<file path="src/rtl/call_return_ctrl_if.sv">
// Decoder/datapath-side bundle for the call/return sequencer.
// The controller takes the slave side; the PC/stack side is the master.
interface call_return_ctrl_if #(
  parameter int ADDR_W = 11,
  parameter int DEPTH  = 16
);
  localparam int DW = $clog2(DEPTH) + 1;

  logic [ADDR_W-1:0] pc_cur;
  logic              call_req;
  logic [ADDR_W-1:0] call_target;
  logic              ret_req;
  logic              retfie_req;
  logic              irq;
  logic              stall;
  logic              gie_wr;
  logic              gie_wdata;
  logic              clr_flags;
  logic [ADDR_W-1:0] stack_top;
  logic              stk_push;
  logic              stk_pop;
  logic [ADDR_W-1:0] stk_data;
  logic              pc_load;
  logic [ADDR_W-1:0] pc_next;
  logic              gie;
  logic [DW-1:0]     depth;
  logic              overflow;
  logic              underflow;
  logic              busy;

  modport master (
    output pc_cur, call_req, call_target, ret_req, retfie_req,
    output irq, stall, gie_wr, gie_wdata, clr_flags, stack_top,
    input  stk_push, stk_pop, stk_data, pc_load, pc_next,
    input  gie, depth, overflow, underflow, busy
  );

  modport slave (
    input  pc_cur, call_req, call_target, ret_req, retfie_req,
    input  irq, stall, gie_wr, gie_wdata, clr_flags, stack_top,
    output stk_push, stk_pop, stk_data, pc_load, pc_next,
    output gie, depth, overflow, underflow, busy
  );
endinterface

</file>
<file path="src/rtl/call_return_ctrl.sv">
// Return-address stack sequencer: CALL/RETURN/RETFIE/IRQ entry, GIE, depth.
// Optional STACK_CTRL_TRAP_EN: stack faults redirect to TRAP_VECTOR instead.
module call_return_ctrl #(
  parameter int              ADDR_W      = 11,
  parameter int              DEPTH       = 16,
  parameter logic [ADDR_W-1:0] INT_VECTOR  = 11'h004,
  parameter logic [ADDR_W-1:0] TRAP_VECTOR = 11'h7FF
) (
  input logic               clk,
  input logic               reset,
  call_return_ctrl_if.slave bus
);
  localparam int DW = $clog2(DEPTH) + 1;

  typedef enum logic {IDLE, FLUSH} state_t;

  state_t            state_q, state_d;
  logic              push_q, push_d;
  logic              pop_q, pop_d;
  logic [ADDR_W-1:0] data_q, data_d;
  logic              load_q, load_d;
  logic [ADDR_W-1:0] pcn_q, pcn_d;
  logic              gie_q, gie_d;
  logic [DW-1:0]     depth_q, depth_d;
  logic              ovf_q, ovf_d;
  logic              udf_q, udf_d;
  logic              busy_q, busy_d;

  logic              sel_int, sel_call, sel_rfie, sel_ret;
  logic              do_push, do_pop;
  logic [ADDR_W-1:0] push_val, tgt;
  logic              full, empty;

  assign sel_int  = bus.irq & gie_q;
  assign sel_call = bus.call_req & ~sel_int;
  assign sel_rfie = bus.retfie_req & ~sel_int & ~bus.call_req;
  assign sel_ret  = bus.ret_req & ~sel_int & ~bus.call_req
                  & ~bus.retfie_req;
  assign full     = (depth_q == DW'(DEPTH));
  assign empty    = (depth_q == '0);

`ifndef STACK_CTRL_TRAP_EN
  logic unused_trap;
  assign unused_trap = ^TRAP_VECTOR;
`endif

  // Arbitrate one event per idle cycle and form next registered outputs
  always_comb begin
    state_d  = state_q;
    push_d   = 1'b0;
    pop_d    = 1'b0;
    data_d   = '0;
    load_d   = 1'b0;
    pcn_d    = '0;
    busy_d   = 1'b0;
    depth_d  = depth_q;
    gie_d    = bus.gie_wr ? bus.gie_wdata : gie_q;
    ovf_d    = ovf_q & ~bus.clr_flags;
    udf_d    = udf_q & ~bus.clr_flags;
    do_push  = 1'b0;
    do_pop   = 1'b0;
    push_val = '0;
    tgt      = '0;
    if (state_q == FLUSH) begin
      state_d = IDLE;
    end else if (!bus.stall) begin
      unique case (1'b1)
        sel_int: begin
          do_push  = 1'b1;
          push_val = bus.pc_cur;
          tgt      = INT_VECTOR;
          gie_d    = 1'b0;
        end
        sel_call: begin
          do_push  = 1'b1;
          push_val = bus.pc_cur + ADDR_W'(1);
          tgt      = bus.call_target;
        end
        sel_rfie: begin
          do_pop = 1'b1;
          tgt    = bus.stack_top;
          gie_d  = 1'b1;
        end
        sel_ret: begin
          do_pop = 1'b1;
          tgt    = bus.stack_top;
        end
        default: ;
      endcase
    end
    if (do_push || do_pop) begin
      state_d = FLUSH;
      busy_d  = 1'b1;
      load_d  = 1'b1;
      pcn_d   = tgt;
    end
    if (do_push) begin
      if (full) begin
        ovf_d = 1'b1;
`ifdef STACK_CTRL_TRAP_EN
        pcn_d = TRAP_VECTOR;
        gie_d = 1'b0;
`else
        push_d = 1'b1;
        data_d = push_val;
`endif
      end else begin
        push_d  = 1'b1;
        data_d  = push_val;
        depth_d = depth_q + DW'(1);
      end
    end
    if (do_pop) begin
      if (empty) begin
        udf_d = 1'b1;
`ifdef STACK_CTRL_TRAP_EN
        pcn_d = TRAP_VECTOR;
        gie_d = 1'b0;
`else
        pop_d = 1'b1;
`endif
      end else begin
        pop_d   = 1'b1;
        depth_d = depth_q - DW'(1);
      end
    end
  end

  // State and output registers, cleared asynchronously
  always_ff @(posedge clk or negedge reset) begin
    if (!reset) begin
      state_q <= IDLE;
      push_q  <= 1'b0;
      pop_q   <= 1'b0;
      data_q  <= '0;
      load_q  <= 1'b0;
      pcn_q   <= '0;
      gie_q   <= 1'b0;
      depth_q <= '0;
      ovf_q   <= 1'b0;
      udf_q   <= 1'b0;
      busy_q  <= 1'b0;
    end else begin
      state_q <= state_d;
      push_q  <= push_d;
      pop_q   <= pop_d;
      data_q  <= data_d;
      load_q  <= load_d;
      pcn_q   <= pcn_d;
      gie_q   <= gie_d;
      depth_q <= depth_d;
      ovf_q   <= ovf_d;
      udf_q   <= udf_d;
      busy_q  <= busy_d;
    end
  end

  assign bus.stk_push  = push_q;
  assign bus.stk_pop   = pop_q;
  assign bus.stk_data  = data_q;
  assign bus.pc_load   = load_q;
  assign bus.pc_next   = pcn_q;
  assign bus.gie       = gie_q;
  assign bus.depth     = depth_q;
  assign bus.overflow  = ovf_q;
  assign bus.underflow = udf_q;
  assign bus.busy      = busy_q;
endmodule

</file>
<file path="src/flat_wrapper.sv">
// flat-port wrapper written by rule: the top's interface ports become plain ports
module call_return_ctrl_flat 
#(
  parameter int              ADDR_W      = 11,
  parameter int              DEPTH       = 16,
  parameter logic [ADDR_W-1:0] INT_VECTOR  = 11'h004,
  parameter logic [ADDR_W-1:0] TRAP_VECTOR = 11'h7FF
)
  (clk, reset, bus_pc_cur, bus_call_req, bus_call_target, bus_ret_req, bus_retfie_req, bus_irq, bus_stall, bus_gie_wr, bus_gie_wdata, bus_clr_flags, bus_stack_top, bus_stk_push, bus_stk_pop, bus_stk_data, bus_pc_load, bus_pc_next, bus_gie, bus_depth, bus_overflow, bus_underflow, bus_busy);
  call_return_ctrl_if #(.ADDR_W(ADDR_W), .DEPTH(DEPTH)) bus_i ();
  input logic clk;
  input logic reset;
  input wire logic [$bits(bus_i.pc_cur)-1:0] bus_pc_cur;
  input wire logic [$bits(bus_i.call_req)-1:0] bus_call_req;
  input wire logic [$bits(bus_i.call_target)-1:0] bus_call_target;
  input wire logic [$bits(bus_i.ret_req)-1:0] bus_ret_req;
  input wire logic [$bits(bus_i.retfie_req)-1:0] bus_retfie_req;
  input wire logic [$bits(bus_i.irq)-1:0] bus_irq;
  input wire logic [$bits(bus_i.stall)-1:0] bus_stall;
  input wire logic [$bits(bus_i.gie_wr)-1:0] bus_gie_wr;
  input wire logic [$bits(bus_i.gie_wdata)-1:0] bus_gie_wdata;
  input wire logic [$bits(bus_i.clr_flags)-1:0] bus_clr_flags;
  input wire logic [$bits(bus_i.stack_top)-1:0] bus_stack_top;
  output wire logic [$bits(bus_i.stk_push)-1:0] bus_stk_push;
  output wire logic [$bits(bus_i.stk_pop)-1:0] bus_stk_pop;
  output wire logic [$bits(bus_i.stk_data)-1:0] bus_stk_data;
  output wire logic [$bits(bus_i.pc_load)-1:0] bus_pc_load;
  output wire logic [$bits(bus_i.pc_next)-1:0] bus_pc_next;
  output wire logic [$bits(bus_i.gie)-1:0] bus_gie;
  output wire logic [$bits(bus_i.depth)-1:0] bus_depth;
  output wire logic [$bits(bus_i.overflow)-1:0] bus_overflow;
  output wire logic [$bits(bus_i.underflow)-1:0] bus_underflow;
  output wire logic [$bits(bus_i.busy)-1:0] bus_busy;
  assign bus_i.pc_cur = bus_pc_cur;
  assign bus_i.call_req = bus_call_req;
  assign bus_i.call_target = bus_call_target;
  assign bus_i.ret_req = bus_ret_req;
  assign bus_i.retfie_req = bus_retfie_req;
  assign bus_i.irq = bus_irq;
  assign bus_i.stall = bus_stall;
  assign bus_i.gie_wr = bus_gie_wr;
  assign bus_i.gie_wdata = bus_gie_wdata;
  assign bus_i.clr_flags = bus_clr_flags;
  assign bus_i.stack_top = bus_stack_top;
  assign bus_stk_push = bus_i.stk_push;
  assign bus_stk_pop = bus_i.stk_pop;
  assign bus_stk_data = bus_i.stk_data;
  assign bus_pc_load = bus_i.pc_load;
  assign bus_pc_next = bus_i.pc_next;
  assign bus_gie = bus_i.gie;
  assign bus_depth = bus_i.depth;
  assign bus_overflow = bus_i.overflow;
  assign bus_underflow = bus_i.underflow;
  assign bus_busy = bus_i.busy;
  call_return_ctrl #(.ADDR_W(ADDR_W), .DEPTH(DEPTH), .INT_VECTOR(INT_VECTOR), .TRAP_VECTOR(TRAP_VECTOR)) u_core (.clk(clk), .reset(reset), .bus(bus_i));
endmodule
</file>
<file path="config.mk">
export PLATFORM = sky130hd
export DESIGN_NAME = call_return_ctrl_flat
export DESIGN_NICKNAME = d
export VERILOG_FILES = /design/src/rtl/call_return_ctrl_if.sv /design/src/rtl/call_return_ctrl.sv /design/src/flat_wrapper.sv
export SDC_FILE = /design/constraint.sdc
export NUM_CORES = 1
export LEC_CHECK = 0
export CORE_ASPECT_RATIO = 0.7
export CORE_UTILIZATION = 37
export DETAILED_ROUTE_END_ITERATION = 10
export GPL_TIMING_DRIVEN = 1
export PLACE_DENSITY_LB_ADDON = 0.3
export SYNTH_ARGS = -nofsm -noshare
export SYNTH_HDL_FRONTEND = slang
export SYNTH_SLANG_ARGS = --single-unit
</file>
<file path="constraint.sdc">
create_clock -name clk -period 1.5 [get_ports clk]
set_input_delay 0.3 -clock clk [delete_from_list [all_inputs] [get_ports clk]]
set_output_delay 0.3 -clock clk [all_outputs]
set_load 0.03 [all_outputs]
</file>
==> flow_metrics.env, run 1 <==
export IMPL_outcome="finished with violations"
export IMPL_violations="setup timing"
export IMPL_regToRegSetupSlack_ns=-0.14
export IMPL_area_growth_pct=78.8
export IMPL_finalCritPeriodShare=1.10
export IMPL_syn_num_nets=202
export IMPL_cts_hold_buffers=0
export IMPL_power_leakage_nw=1.41
export IMPL_yosys_top_cells_area="dfrtp_1 (51%), a22oi_1 (4.6%), nor2_1 (4.1%)"
export IMPL_clock_sinks=33
export IMPL_hp_class="in2reg"
export IMPL_clkLatencyLatePin_ns=0.27
export IMPL_dp_cells=313
export IMPL_antenna_found_initial=0
export IMPL_drt_wl_total_mm=4.72
export IMPL_critPathLaunch="u_core.bus.depth[0]"
export IMPL_fin_util=0.718
export IMPL_core_area_um2=4070
export IMPL_wire_per_inst_um=14.5
export IMPL_dr_wl_met2_mm=2.30
export IMPL_wl_met1_mm=2.12
export IMPL_fill_cells=310
export IMPL_yosysWarnings=0
export IMPL_drtAntennaViolNets=0
export IMPL_cts_buffers=5
export IMPL_syn_inst=156
export IMPL_power_switching_mw=1.12
export IMPL_drc_errors=0
export IMPL_worst_ep_required_time_ns=1.65
export IMPL_synth_most_common_cell="dfrtp_1"
export IMPL_ys_flop_type="dfrtp_1"
export IMPL_rows=19
export IMPL_yosys_top_cells_count="dfrtp_1 (33), nor2_1 (18), nand2_1 (11)"
export IMPL_peakVddDrop_uv=823
export IMPL_fin_cells=326
export IMPL_setup_ws_ns=-0.145
export IMPL_worst_pin_slew_ns=0.398
export IMPL_switching_share=0.347
export IMPL_syn_avg_cell_area_um2=10.5
export IMPL_hpwl_mm=3.43
export IMPL_topRoutingLayerUsed="met4"
export IMPL_reg2reg_to="u_core.bus.depth[0]"
export IMPL_cp_cell_sequence="inv_2, ha_4, or4b_4, a21oi_4, a311oi_2, xnor2_1"
export IMPL_drt_first_pass_iters=4
export IMPL_critPathArrivalTime_ns=1.80
export IMPL_netlist_top_cell_by_area="dfrtp_1"
export IMPL_synth_cell_type_count=46
export IMPL_drt_iter0_drc=100
export IMPL_grt_pass1_wl_mm=7.52
export IMPL_power_mw=3.22
export IMPL_comb_power_share=0.455
export IMPL_drive_gt1_frac=0.299
export IMPL_fin_skew_ns=0.00233
export IMPL_chipWidth_um=81.4
export IMPL_yosysSeqAreaShare=0.506
export IMPL_vias=1608
export IMPL_slew_limit_headroom=0.734
export IMPL_tns_ns=-0.570
export IMPL_p_per_area_nw_per_um2=1100
export IMPL_internal_power_mw=2.10
export IMPL_cp_slowest_cell="or4b_4"
export IMPL_p_clk_frac=0.203
export IMPL_worstSetupPathDepth=6
export IMPL_crit_path_start_kind="flop"
export IMPL_portBuffers=76
export IMPL_seqPwrFrac=0.342
export IMPL_max_freq_mhz=608
export IMPL_synth_edf_count=0
export IMPL_fin_crit_ns=1.64
export IMPL_root_buffer="clkbuf_8"
export IMPL_crit_path_end_kind="flop"
export IMPL_rsz0062_at_grt="yes"
export IMPL_cts_tree="built"
export IMPL_wl_met3_um=260
export IMPL_clk_pin_slew_worst_paths_ns=0.06
export IMPL_rr_startpoint="u_core.bus.depth[0]"
export IMPL_die_h_um=57.6
export IMPL_setup_viol=7
export IMPL_path_max_fanout=3
export IMPL_antenna_cells=0
export IMPL_htree_num_levels=2
export IMPL_viasPerCell=4.93
export IMPL_netlist_area_um2=1630
export IMPL_synthArstFlopShare=1.00
export IMPL_crit_buf_inv=1
export IMPL_start_util=0.401
export IMPL_io_pins=77
export IMPL_overflow=0
export IMPL_reg2reg_depth=6
export IMPL_slew_violations=0
export IMPL_ys_seq_elements=33
export IMPL_cpPeakStageDelay_ns=0.51
export IMPL_crit_type="reg2reg"
export IMPL_maxCapViolations=0
export IMPL_hold_viol=0
export IMPL_die_area_um2=4680
export IMPL_grt_max_degree=34
export IMPL_grt_pass1_vias=1638
export IMPL_cp_top_family="simple AND/OR/NAND/NOR gates"
export IMPL_clk_path_buf_depth=2
export IMPL_synth_top_area_frac=0.506
export IMPL_place_congestion=0.866
export IMPL_cp_endpoint="u_core.bus.depth[0]"
export IMPL_fin_nets=320
export IMPL_track_usage=0.215
[placed cells by master, fill, tap and decap left out, drive strengths merged, types with 2 or more instances in the layout]
master         synthesis  layout
nor2                  19      19
xnor2                  3       3
a311oi                 2       2
a21oi                  3       3
dfrtp                 33      33
nand3                  9       9
or3                    3       3
and2                   3       3
buf                    4      46
o21ai                  2       2
clkdlybuf4s50          0      37
inv                    9       9
o22ai                  3       3
nand4                  4       4
nand2                 12      12
clkdlybuf4s15          0       2
nand3b                 2       2
xor2                   6       6
a22oi                 10      10
dlygate4sd2            0      31
mux2i                  2       2
dlymetal6s2s           0       2
a21boi                 2       2
or4                    2       2
clkbuf                 3       7
o211ai                 3       3
ha                     3       3
[routing by layer]
metal  GRT usage  vias to the layer above
met1       0.303                      760
met3      0.0560                        4
met2       0.331                       49
met4      0.0485                        0
li1            -                      795
met5           0                        -
[power by group through the flow]
stage	sequential, mW	clock [mW]	combinational [mW]
6_report	1.10	0.653	1.46
5_1_grt	1.11	0.709	1.57
4_1_cts	1.10	0.670	1.39
3_5_place_dp	1.12	0	1.36
3_3_place_gp	1.11	0	1.34
2_1_floorplan	1.33	0	0.468
[layout make-up]
type                       count  area (µm²)  share of cell area
timing repair buffer         118        1060               0.363
multi-input combinational    107         843               0.289
sequential                    33         831               0.285
clock buffer                   7        86.3              0.0296
tap                           52        65.1              0.0223
inverter                       9        33.8              0.0116
[worst min-delay path by stage]
stage,depth (start not counted),from,endpoint,slack (ns)
CTS,2,reset,u_core.bus.depth[0],0.40
finish,3,bus_stall,u_core.bus.pc_next[2],0.37
detailed placement,2,u_core.bus.overflow,u_core.bus.overflow,0.52
global route,2,reset,u_core.bus.depth[0],0.40
floorplan,0,reset,u_core.bus.depth[0],0.004
global placement,2,u_core.bus.overflow,u_core.bus.overflow,0.52
[flip-flops by register name, indices dropped and copies added (netlist names)]
name,cells
u_core.bus.pc_next,11
u_core.bus.stk_data,11
u_core.bus.depth,5
u_core.bus.gie,1
u_core.bus.overflow,1
u_core.bus.stk_pop,1
u_core.bus.stk_push,1
u_core.bus.underflow,1
u_core.state_q,1
[tightest hold or removal path, stage by stage]
cell            delay, ns
dlymetal6s2s_1       0.11
buf_4                0.15
a311oi_1             0.05
[kinds of logic (layout without fill, tap and decap cells)]
family / Yosys count / after routing / share of synthesized area
AND/OR/NAND/NOR: 60 / 60 / 0.206
flip-flops: 33 / 33 / 0.506
AO/OA/AOI/OAI: 32 / 32 / 0.153
buffers and inverters: 16 / 134 / 0.0452
XOR/XNOR: 9 / 9 / 0.0483
adder cells (fa/ha/maj): 3 / 3 / 0.0230
multiplexers: 3 / 3 / 0.0192
[metrics by stage]
step	setup WS (ns)	hold WS (ns)	area [µm²]
floorplan	-0.181	0.00441	1670
global placement	-0.443	0.517	2740
detailed placement	-0.425	0.522	2740
CTS	-0.142	0.403	2860
global route	-0.249	0.402	2920
finish	-0.145	0.374	2920
[timing repair]
| item | CTS | global route |
|---|---|---|
| gates resized for setup | 47 | 13 |
| setup buffers | 2 | 3 |
| endpoints found under the setup margin | 49 | 19 |
| cloned | 1 | 0 |
| pin swaps | 4 | 4 |
Power figures use the tool's default switching activity.
==> run 2, diff against run 1 <==
--- a/config.mk
+++ b/config.mk
@@ -5,11 +5,15 @@
 export SDC_FILE = /design/constraint.sdc
 export NUM_CORES = 1
 export LEC_CHECK = 0
+export ABC_AREA = 0
+export CELL_PAD_IN_SITES_DETAIL_PLACEMENT = 1
+export CELL_PAD_IN_SITES_GLOBAL_PLACEMENT = 2
 export CORE_ASPECT_RATIO = 0.7
-export CORE_UTILIZATION = 37
+export CORE_UTILIZATION = 21
 export DETAILED_ROUTE_END_ITERATION = 10
 export GPL_TIMING_DRIVEN = 1
 export PLACE_DENSITY_LB_ADDON = 0.3
+export SLEW_MARGIN = 40
 export SYNTH_ARGS = -nofsm -noshare
 export SYNTH_HDL_FRONTEND = slang
 export SYNTH_SLANG_ARGS = --single-unit
==> flow_metrics.env, run 2 (synthesized netlist as in run 1, its figures left out) <==
export IMPL_core_area_um2=7420
export IMPL_stdcell_area_um2=3020
export IMPL_layout_commonest_cell="buf_4"
export IMPL_seqPwrFrac=0.345
export IMPL_drtAntennaViolNets=0
export IMPL_viasPerCell=4.24
export IMPL_regToRegSetupSlack_ns=-0.16
export IMPL_peakVddDrop_uv=419
export IMPL_rsz0062_at_grt="yes"
export IMPL_hold_ws_ns=0.355
export IMPL_slew_limit_headroom=0.738
export IMPL_layout_common_cells="buf_4 (44), clkdlybuf4s50_1 (36), dlygate4sd2_1 (31)"
export IMPL_cts_hold_buffers=0
export IMPL_p_per_area_nw_per_um2=1060
export IMPL_p_clk_frac=0.206
export IMPL_start_util=0.220
export IMPL_reg2reg_depth=5
export IMPL_power_switching_mw=1.17
export IMPL_crit_path_end_kind="flop"
export IMPL_cts_buffers=5
export IMPL_maxCapViolations=0
export IMPL_fin_nets=322
export IMPL_min_path_cells=3
export IMPL_outcome="finished with violations"
export IMPL_setup_ws_ns=-0.160
export IMPL_crit_path_start_kind="flop"
export IMPL_portBuffers=76
export IMPL_clk_pin_slew_worst_paths_ns=0.07
export IMPL_clkLatencyLatePin_ns=0.28
export IMPL_path_max_fanout=3
export IMPL_track_usage=0.139
export IMPL_hold_viol=0
export IMPL_worst_ep_required_time_ns=1.70
export IMPL_drt_iter0_drc=30
export IMPL_power_leakage_nw=1.42
export IMPL_grt_max_degree=34
export IMPL_post_place_ws_ns=-0.475
export IMPL_drt_wl_total_mm=5.28
export IMPL_violations="setup timing"
export IMPL_reg2reg_to="u_core.bus.depth[4]"
export IMPL_fin_crit_ns=1.66
export IMPL_comb_power_share=0.449
export IMPL_place_congestion=0.770
export IMPL_switching_share=0.368
export IMPL_internal_power_mw=2.01
export IMPL_vias=1590
export IMPL_slew_violations=0
export IMPL_cp_endpoint="u_core.bus.depth[4]"
export IMPL_root_buffer="clkbuf_8"
export IMPL_die_h_um=75.7
export IMPL_rows=26
export IMPL_tns_ns=-0.439
export IMPL_drive_gt1_frac=0.325
export IMPL_critPathLaunch="u_core.bus.depth[1]"
export IMPL_wire_per_inst_um=14.1
export IMPL_clock_sinks=33
export IMPL_critPathArrivalTime_ns=1.86
export IMPL_place_area_um2=2800
export IMPL_hold_start="bus_stall"
export IMPL_drc_errors=0
export IMPL_max_freq_mhz=603
export IMPL_finalCritPeriodShare=1.11
export IMPL_io_pins=77
export IMPL_die_area_um2=8130
export IMPL_antenna_cells=0
export IMPL_grt_pass1_wl_mm=8.51
export IMPL_chipWidth_um=107
export IMPL_worst_pin_slew_ns=0.393
export IMPL_clk_path_buf_depth=2
export IMPL_drt_first_pass_iters=4
export IMPL_antenna_found_initial=0
export IMPL_overflow=0
export IMPL_setup_viol=4
export IMPL_htree_num_levels=2
export IMPL_crit_type="reg2reg"
export IMPL_hp_class="in2reg"
export IMPL_grt_pass1_vias=1663
export IMPL_fin_skew_ns=0.00919
export IMPL_hpwl_mm=4.16
export IMPL_rr_startpoint="u_core.bus.depth[1]"
export IMPL_cts_tree="built"
export IMPL_area_growth_pct=84.8
## run 2: cell count changes in the layout (fill, tap and decap cells not counted), moves of 2 or more
cell,delta
buf_6,+4
a22oi_1,-2
a22oi_2,+2
clkinv_2,+2
or3_1,+2
or3_4,-2
## run 2: metal layers
layer  GRT usage  vias to the layer above  share of wire
met5           0                        -              0
met3      0.0342                        4          0.041
met2       0.216                       28           0.45
li1            -                      799              -
met4      0.0457                        0         0.0093
met1       0.192                      759           0.50
## run 2: power by group through the flow
| stage | Clock (mW) | Combinational [mW] | Sequential (mW) |
|---|---|---|---|
| 2_1_floorplan | 0 | 0.468 | 1.33 |
| 3_3_place_gp | 0 | 1.33 | 1.11 |
| 3_5_place_dp | 0 | 1.35 | 1.11 |
| 4_1_cts | 0.686 | 1.35 | 1.09 |
| 5_1_grt | 0.721 | 1.56 | 1.12 |
| 6_report | 0.657 | 1.43 | 1.10 |
## run 2: critical path: stages (launching register included)
cell,delay (ns)
dfrtp_2,0.41
ha_4,0.15
or3b_4,0.39
or3_1,0.34
mux2i_1,0.14
a211oi_2,0.14
## run 2: timing repair
| item | CTS | global route |
|---|---|---|
| pin swaps | 4 | 15 |
| resized for setup | 42 | 20 |
| hold endpoints to repair | 0 | 0 |
| setup buffers | 3 | 6 |
| endpoints found under the setup margin | 47 | 16 |
## run 2: worst min path at each step
stage	endpoint	slack, ns
global placement	u_core.bus.overflow	0.52
detailed placement	u_core.bus.overflow	0.52
finish	u_core.bus.pc_next[2]	0.35
global route	u_core.bus.pc_next[2]	0.37
CTS	u_core.bus.stk_data[1]	0.43
floorplan	u_core.bus.depth[0]	0.004
## run 2: layout make-up
cell class / instances / area (µm²)
Clock buffer: 6 / 72.6
Fill cell: 840 / 4400
Timing Repair Buffer: 120 / 1080
Inverter: 9 / 33.8
Multi-Input combinational cell: 107 / 862
Clock inverter: 2 / 10.0
Sequential cell: 33 / 831
Tap cell: 98 / 123
## run 2: through the flow
| step | instances | util | power [mW] |
|---|---|---|---|
| 3_3_place_gp | 360 | 0.378 | 2.44 |
| 3_5_place_dp | 360 | 0.378 | 2.46 |
| 2_1_floorplan | 156 | - | 1.80 |
| 4_1_cts | 371 | 0.392 | 3.13 |
| 5_1_grt | 375 | 0.407 | 3.40 |
| 6_report | 375 | 0.407 | 3.19 |
